`src/rtl/chain_pkg.sv`:
```
// Shared types and default widths for the ena-handshaked stage chain.
package chain_pkg;
  localparam int DEF_OPW  = 14;
  localparam int DEF_ACCW = 50;
  localparam int DEF_CNTW = 16;

  typedef enum logic {IDLE, ACCUM} acc_state_t;

  typedef struct packed {
    logic [DEF_ACCW-1:0] data;
    logic [DEF_CNTW-1:0] cnt;
    logic                ovf;
  } chain_result_t;
endpackage

```
`src/rtl/chain_out_reg.sv`:
```
// One-entry valid/ready holding register; a load in the same cycle as a drain wins.
module chain_out_reg import chain_pkg::*; #(
  parameter type T = chain_result_t
) (
  input  logic clk,
  input  logic rst_n,
  input  logic load,
  input  T     load_data,
  input  logic out_rdy,
  output logic out_vld,
  output T     out_data
);
  logic vld_q, vld_d;
  T     data_q, data_d;

  always_comb begin
    vld_d  = vld_q;
    data_d = data_q;
    if (vld_q && out_rdy) vld_d = 1'b0;
    if (load) begin
      vld_d  = 1'b1;
      data_d = load_data;
    end
  end

  always_ff @(posedge clk) begin
    if (!rst_n) begin
      vld_q  <= 1'b0;
      data_q <= '0;
    end else begin
      vld_q  <= vld_d;
      data_q <= data_d;
    end
  end

  assign out_vld  = vld_q;
  assign out_data = data_q;
endmodule

```
`src/rtl/chain_mac_stage.sv`:
```
// Feeder stage: accumulates x*y per z-terminated group and hands one sum per group
// to an output register, so accumulation of the next group is not blocked by back-pressure.
module chain_mac_stage import chain_pkg::*; #(
  parameter int OPW  = DEF_OPW,
  parameter int ACCW = DEF_ACCW,
  parameter int CNTW = DEF_CNTW
) (
  input  logic            clk,
  input  logic            rst_n,
  input  logic            prev_ena,
  input  logic [OPW-1:0]  prev_x,
  input  logic [OPW-1:0]  prev_y,
  input  logic            prev_z,
  output logic            prev_rdy,
  output logic            next_ena,
  output logic [ACCW-1:0] next_data,
  output logic [CNTW-1:0] next_cnt,
  output logic            next_ovf,
  input  logic            next_rdy
);
  typedef struct packed {
    logic [ACCW-1:0] data;
    logic [CNTW-1:0] cnt;
    logic            ovf;
  } result_t;

  acc_state_t      state_q, state_d;
  logic [ACCW-1:0] acc_q, acc_d, acc_base;
  logic [CNTW-1:0] cnt_q, cnt_d, cnt_base, cnt_inc;
  logic            ovf_q, ovf_d, ovf_base;
  logic [2*OPW-1:0] prod;
  logic [ACCW:0]   sum;
  logic            beat, load;
  result_t         load_res, out_res;

  // Only a last beat can collide with an unconsumed result.
  assign prev_rdy = !prev_z || !next_ena || next_rdy;
  assign beat     = prev_ena && prev_rdy;
  assign prod     = (2*OPW)'(prev_x) * (2*OPW)'(prev_y);

  always_comb begin
    acc_base = (state_q == ACCUM) ? acc_q : '0;
    cnt_base = (state_q == ACCUM) ? cnt_q : '0;
    ovf_base = (state_q == ACCUM) ? ovf_q : 1'b0;
    sum      = {1'b0, acc_base} + (ACCW+1)'(prod);
    cnt_inc  = (cnt_base == {CNTW{1'b1}}) ? cnt_base : cnt_base + CNTW'(1);
  end

  always_ff @(posedge clk) begin
    if (!rst_n) state_q <= IDLE;
    else        state_q <= state_d;
  end

  always_comb begin
    state_d = state_q;
    case (state_q)
      IDLE:    if (beat && !prev_z) state_d = ACCUM;
      ACCUM:   if (beat &&  prev_z) state_d = IDLE;
      default: state_d = IDLE;
    endcase
  end

  always_comb begin
    acc_d         = acc_q;
    cnt_d         = cnt_q;
    ovf_d         = ovf_q;
    load          = 1'b0;
    load_res.data = sum[ACCW-1:0];
    load_res.cnt  = cnt_inc;
    load_res.ovf  = ovf_base | sum[ACCW];
    if (beat) begin
      if (prev_z) begin
        load  = 1'b1;
        acc_d = '0;
        cnt_d = '0;
        ovf_d = 1'b0;
      end else begin
        acc_d = sum[ACCW-1:0];
        cnt_d = cnt_inc;
        ovf_d = ovf_base | sum[ACCW];
      end
    end
  end

  always_ff @(posedge clk) begin
    if (!rst_n) begin
      acc_q <= '0;
      cnt_q <= '0;
      ovf_q <= 1'b0;
    end else begin
      acc_q <= acc_d;
      cnt_q <= cnt_d;
      ovf_q <= ovf_d;
    end
  end

  chain_out_reg #(.T(result_t)) u_out (
    .clk       (clk),
    .rst_n     (rst_n),
    .load      (load),
    .load_data (load_res),
    .out_rdy   (next_rdy),
    .out_vld   (next_ena),
    .out_data  (out_res)
  );

  assign next_data = out_res.data;
  assign next_cnt  = out_res.cnt;
  assign next_ovf  = out_res.ovf;
endmodule

```
`config.mk`:
```
export PLATFORM = sky130hd
export DESIGN_NAME = chain_mac_stage
export DESIGN_NICKNAME = d
export VERILOG_FILES = /design/src/rtl/chain_pkg.sv /design/src/rtl/chain_out_reg.sv /design/src/rtl/chain_mac_stage.sv
export SDC_FILE = /design/constraint.sdc
export NUM_CORES = 1
export LEC_CHECK = 0
export CAP_MARGIN = 25
export CORE_UTILIZATION = 54
export DETAILED_ROUTE_END_ITERATION = 12
export PLACE_DENSITY = 0.74
export SYNTH_ARGS = -nofsm -noshare
export SYNTH_HDL_FRONTEND = slang
export SYNTH_SLANG_ARGS = --single-unit
```
`constraint.sdc`:
```
create_clock -name clk -period 7.9 [get_ports clk]
set_clock_uncertainty 0.2 [all_clocks]
set_input_delay 1.58 -clock clk [delete_from_list [all_inputs] [get_ports clk]]
set_output_delay 1.58 -clock clk [all_outputs]
set_load 0.005 [all_outputs]
```
==> impl_metrics.py, run 1 <==
metrics = {
    "outcome": {
        "status": "finished, final reports clean",
    },
    "worst_setup_path": {
        "rr_worst_depth": 21,
        "arrival_ns": 7.77,
        "crit_buf_inv": 7,
        "crit_family": "adder cells",
        "r2r_slack_ns": 1.50,
        "crit_fanout": 9,
        "crit_slowest_cell": "fa_1",
        "path_cells": "clkdlybuf4s50_1 -> buf_4 -> and2_1 -> fa_1 -> inv_1 -> fa_1 -> inv_1 -> fa_1 -> fa_1 -> fa_1 -> inv_1 -> fa_1 -> inv_1 -> ha_1 -> nand4_1 -> o21ai_1 -> a21o_1 -> o21ai_1 -> a21oi_4 -> buf_12 -> o2111ai_2 -> or3b_1 -> nand3_1",
        "cp.required_ns": 8.06,
        "start_kind": "input port",
        "cp-end-kind": "flip-flop",
        "setup.worst_path.class": "input port to flip-flop",
        "r2r_end": "acc_q[47]",
        "cp_common_cell": "fa_1",
        "cp_slowest_stage_delay_ns": 0.55,
    },
    "clock_tree": {
        "postCtsSetupRepairBufs": 0,
        "hold_buffers": 0,
        "htreeDepth": 4,
        "cts_tree": "built",
        "cts_resized": 0,
        "cts_buffers": 17,
        "clkLatencyLatePin_ns": 0.42,
        "root_buffer": "clkbuf_16",
        "clk_pin_slew_ns": 0.06,
        "clockBufferDepth": 2,
        "cts_num_sinks": 136,
    },
    "sta": {
        "setup_ws_ns": 0.2910,
        "maxSlewHeadroom_pct": 39.61,
        "hold_viol": 0,
        "period_needed_ns": 7.609,
        "slew_violations": 0,
        "worst_pin_slew_ns": 0.9059,
        "min_period_over_period_pct": 96.32,
        "finalSetupViolations": 0,
        "tns_ns": 0,
        "rsz0062_at_grt": "yes",
        "fmax_mhz": 131.4,
    },
    "synth": {
        "synthTopCellsByArea": "fa_1 (25%), dfxtp_1 (20%), ha_1 (8.6%)",
        "ys_ff_latch": 136,
        "synth_area_um2": 13740,
        "synth_top_cells_by_count": "inv_1 (220), nand2_1 (220), fa_1 (169)",
        "synth_edf_count": 0,
        "syn_nets": 1890,
        "yosys.cell_types.count": 75,
        "synth.largest_area_cell": "fa_1",
        "syn_inst": 1593,
        "yosys_warnings": 0,
        "synth_top_cell_area_share_pct": 24.62,
        "yosysSeqAreaShare_pct": 19.81,
        "synthArstFlopShare_pct": 0,
        "ys.flop_type": "dfxtp_1",
        "avgSynthCellArea_um2": 8.628,
    },
    "route": {
        "vias_per_cell": 5.548,
        "ant_nets": 0,
        "routedWlPerCell_um": 16.92,
        "drt_iter0_drc": 751,
        "first_pass_iters": 7,
        "drc": 0,
        "vias": 11480,
        "wl_um": 35030,
    },
    "placed_design": {
        "gp_routability_congestion": 0.9070,
        "io_buffers": 101,
        "pre_cts_slack_ns": -0.07034,
        "place.detailed.hpwl_um": 27360,
    },
    "power": {
        "vdd_drop_max_mv": 0.5074,
        "power_frac_clock_pct": 11.6,
        "powerDensity_nw_per_um2": 423.5,
        "cellLeakagePower_uw": 0.007340,
        "power.share.combinational_pct": 76.7,
        "swShare_pct": 46.88,
        "p_int_uw": 3649,
        "power_frac_seq_pct": 11.7,
        "power_switching_uw": 3220,
    },
    "finish": {
        "antennaDiodeCount": 0,
        "drive_gt1_share_pct": 9.598,
        "nets": 2025,
        "syn2layout_area_growth_pct": 18.01,
    },
    "worst_hold_path": {
        "hold_depth": 2,
        "hold_start": "u_out.out_data[60]",
        "hold_path_end": "u_out.out_data[60]",
        "hold_path_class": "flip-flop to flip-flop",
    },
    "global_route": {
        "grt_usage_pct": 28.34,
        "grt_pass1_vias": 12000,
        "grt.overflow.total": 0,
        "antenna_found_initial": 0,
        "grt_max_degree": 52,
        "grt_pass1_wl_um": 59310,
    },
    "floorplan": {
        "start_util_pct": 54.74,
        "die-area_um2": 26100,
        "core_area_um2": 25110,
        "die_w_um": 161.5,
        "fp.dieH_um": 161.5,
        "ioPinCount": 102,
        "row_count": 58,
    },
    "job": {
        "maxCapViolCount": 0,
    },
}
power by group through the flow:
stage	sequential (µW)	combinational (µW)	clock (µW)
floorplan	798	3450	0
CTS	801	5220	801
detailed placement	814	5150	0
global placement	814	5070	0
finish	801	5270	796
global route	807	5820	832
worst min-delay path, delay by kind of cell, from the launching register on:
kind / cells / cell delay [ns]
simple gates: 1 / 0.05
compound gates: 1 / 0.05
flops: 1 / 0.30
layout by cell type, fill, tap and decap left out, types with 13 or more instances in the layout:
cell             instances
fa_1                   169
a21o_1                  22
a22o_1                  25
nor3_1                  14
clkbuf_16               17
ha_1                    95
nand2_1                220
xnor2_1                 39
and3_1                  15
inv_1                  220
clkdlybuf4s50_1        101
nand3_1                 23
o21ai_0                 51
dfxtp_1                135
nor2_1                  36
and2_1                 153
nand4_1                 13
o21ai_1                 22
a21oi_1                 66
xor2_1                  13
nor2b_1                 24
buf_4                  102
per-stage QoR:
stage	total power, µW	hold WS [ns]	cell area [µm²]	cells	util (%)
global route	7464	0.2731	16220	2070	64.60
detailed placement	5961	0.2393	15620	2039	62.21
CTS	6826	0.2467	16210	2070	64.57
finish	6869	0.2424	16220	2070	64.60
floorplan	4243	0.2174	13740	1593	-
global placement	5889	0.2361	15620	2039	62.21
layer usage:
layer / vias up / global-route usage (%) / routed length (µm)
li1: 5434 / - / -
met1: 5647 / 36.56 / 15320
met4: 0 / 10.59 / 1052
met2: 327 / 48.51 / 17110
met3: 76 / 3.647 / 1552
met5: - / 0 / 0
final cells by class:
cell class / instances / area (µm²)
Inverter: 222 / 833.3
Clock inverter: 8 / 93.84
Tap cell: 330 / 412.9
Multi-Input combinational cell: 1146 / 9841
Fill cell: 2136 / 8890
Timing Repair Buffer: 205 / 1817
Clock buffer: 23 / 498.0
Sequential cell: 136 / 2724
worst max path at each step:
stage / cells after the start / slack, ns / end / startpoint
after detailed placement: 23 / -0.07 / acc_q[44] / prev_y[2]
final: 23 / 0.29 / acc_q[47] / prev_y[2]
after global routing: 23 / -0.01 / acc_q[47] / prev_y[2]
after floorplan: 23 / 0.57 / acc_q[48] / prev_x[6]
after global placement: 22 / 0.01 / u_out.out_data[35] / prev_x[7]
after CTS: 23 / 0.24 / acc_q[47] / prev_y[2]
registers in the layout, indices dropped and copies added, names as in the netlist, named ones only:
name            flops
u_out.out_vld       1
acc_q              50
ovf_q               1
u_out.out_data     67
cnt_q              16
cells by family (layout without fill, tap and decap cells):
kind of cell / after synthesis / in the layout / synth area share (%)
muxes: 5 / 5 / 0.3732
buffers and inverters: 311 / 458 / 8.730
AOI/OAI and AO/OA: 289 / 289 / 14.60
DFF: 136 / 136 / 19.81
xor gates and xnor gates: 52 / 52 / 3.314
adders and majority gates: 264 / 264 / 33.26
and+or+nand+nor: 536 / 536 / 19.91
No activity file was read; power rests on OpenSTA's default activity.
==> run 2, diff against run 1 <==
CORE_UTILIZATION = 65   (was 54)
PLACE_DENSITY = 0.95   (was 0.74)
clock period = 9.5 ns   (was 7.9 ns; I/O delays follow)
==> impl_metrics.py, run 2 (synthesis results as in run 1) <==
metrics = {
    "placed_design": {
        "placed_cells": 1884,
        "place.detailed.hpwl_um": 26780,
        "gp_routability_congestion": 0.9516,
        "io_buffers": 101,
    },
    "finish": {
        "drive_gt1_share_pct": 4.374,
        "largest_register_ffs": 67,
        "syn2layout_area_growth_pct": 12.13,
        "final_cell_mix": "nand2_1 (220), inv_1 (220), fa_1 (169)",
        "nets": 1930,
        "fin_cells": 1916,
        "antennaDiodeCount": 0,
    },
    "global_route": {
        "grt_usage_pct": 34.88,
        "grt_pass1_wl_um": 60510,
        "grt_max_degree": 56,
        "grt_pass1_vias": 12430,
        "grt.overflow.total": 0,
        "antenna_found_initial": 0,
    },
    "floorplan": {
        "ioPinCount": 102,
        "die-area_um2": 21730,
        "core_area_um2": 20490,
        "fp.dieH_um": 147.4,
        "row_count": 52,
        "die_w_um": 147.4,
        "start_util_pct": 67.06,
    },
    "sta": {
        "tns_ns": 0,
        "min_period_over_period_pct": 89.67,
        "finalSetupViolations": 0,
        "rsz0062_at_grt": "no",
        "hold_viol": 0,
        "period_needed_ns": 8.519,
        "maxSlewHeadroom_pct": 37.52,
        "fmax_mhz": 117.4,
        "worst_pin_slew_ns": 0.9372,
        "slew_violations": 0,
    },
    "power": {
        "vdd_drop_max_mv": 0.3502,
        "total_power_uw": 5218,
        "cellLeakagePower_uw": 0.006851,
        "powerDensity_nw_per_um2": 338.6,
    },
    "route": {
        "drt_iter0_drc": 986,
        "wl_um": 36130,
        "drc": 0,
        "routedWlPerCell_um": 18.86,
        "ant_nets": 0,
        "vias_per_cell": 6.138,
        "vias": 11760,
        "first_pass_iters": 5,
    },
    "worst_setup_path": {
        "setup.worst_path.class": "input port to flip-flop",
        "path_cells": "clkdlybuf4s50_1 -> and2_1 -> fa_1 -> inv_1 -> fa_1 -> inv_1 -> fa_1 -> inv_1 -> fa_1 -> inv_1 -> fa_1 -> inv_1 -> fa_1 -> inv_1 -> ha_1 -> o21ai_1 -> a211oi_1 -> o21ai_1 -> a21o_1 -> a21oi_4 -> o211ai_1 -> and3_1 -> a211o_1",
        "crit_buf_inv": 7,
        "cp.required_ns": 9.62,
        "start_kind": "input port",
        "cp-end-kind": "flip-flop",
        "crit_family": "adder cells",
        "crit_fanout": 14,
        "cp_slowest_stage_delay_ns": 0.72,
        "arrival_ns": 8.64,
        "crit_slowest_cell": "clkdlybuf4s50_1",
    },
    "clock_tree": {
        "hold_buffers": 0,
        "clkLatencyLatePin_ns": 0.43,
        "htreeDepth": 4,
        "root_buffer": "clkbuf_16",
        "cts_tree": "built",
        "clockBufferDepth": 2,
        "clk_pin_slew_ns": 0.06,
        "postCtsSetupRepairBufs": 0,
        "cts_buffers": 17,
        "cts_resized": 0,
        "cts_num_sinks": 136,
    },
    "job": {
        "maxCapViolCount": 0,
    },
    "outcome": {
        "status": "finished, final reports clean",
    },
    "worst_hold_path": {
        "hold_path_class": "flip-flop to flip-flop",
    },
}
-- run 2: cell types whose count changed in the layout (fill, tap and decap cells not counted), sizes merged --
cell      previous run  this run
buf                104         9
clkbuf              23        18
clkinvlp             0         3
inv                222       224
bufinv               2         3
-- run 2: cell type report --
type / instances / area (µm²)
flip-flops and latches: 136 / 2724
repair buffers: 110 / 1079
clock inverters: 14 / 175.2
multi-input cells: 1146 / 9833
fillers: 1310 / 5084
inverters: 222 / 833.3
well taps: 270 / 337.8
clock buffers: 18 / 429.2
-- run 2: worst min-delay path, delay by kind of cell (launching register included) --
kind            cells  cell delay [ns]
flops               1             0.31
simple gates        1             0.05
compound gates      1             0.05
-- run 2: per-stage QoR --
step / hold WS [ns] / cell area [µm²] / setup WS, ns / utilization (%)
after CTS: 0.2486 / 15410 / 1.074 / 75.20
after global placement: 0.2353 / 14810 / 0.9423 / 72.25
after detailed placement: 0.2406 / 14810 / 0.6803 / 72.25
after floorplan: 0.2174 / 13740 / 1.846 / -
after global routing: 0.2697 / 15410 / 0.6535 / 75.20
final: 0.2446 / 15410 / 0.9811 / 75.20
-- run 2: worst paths after layout --
path	start	to	slack, ns	cells past startpoint
max	prev_y[4]	acc_q[48]	0.98	23
min	u_out.out_data[55]	u_out.out_data[55]	0.24	2
min reg2reg	u_out.out_data[55]	u_out.out_data[55]	0.24	2
max reg2reg	flip-flop	acc_q[48]	2.59	23
-- run 2: report_power, final --
group / switching, µW / internal, µW
clock network: 269 / 414
logic: 2380 / 1490
registers: 35.2 / 630
-- run 2: layer usage --
layer | GRT usage (%) | wire length [µm] | vias up | part of all wire (%)
li1 | - | - | 5232 | -
met1 | 43.55 | 13870 | 5744 | 38
met5 | 0 | 0 | - | 0
met2 | 59.55 | 17990 | 659 | 50
met4 | 16.24 | 1271 | 0 | 3.5
met3 | 5.278 | 3008 | 125 | 8.3
==> run 3, diff against run 2 <==
CTS_CLUSTER_DIAMETER = 200   (was not set)
==> results of run 3 <==
Final layout, timing and power as in run 2 (identical DEF).
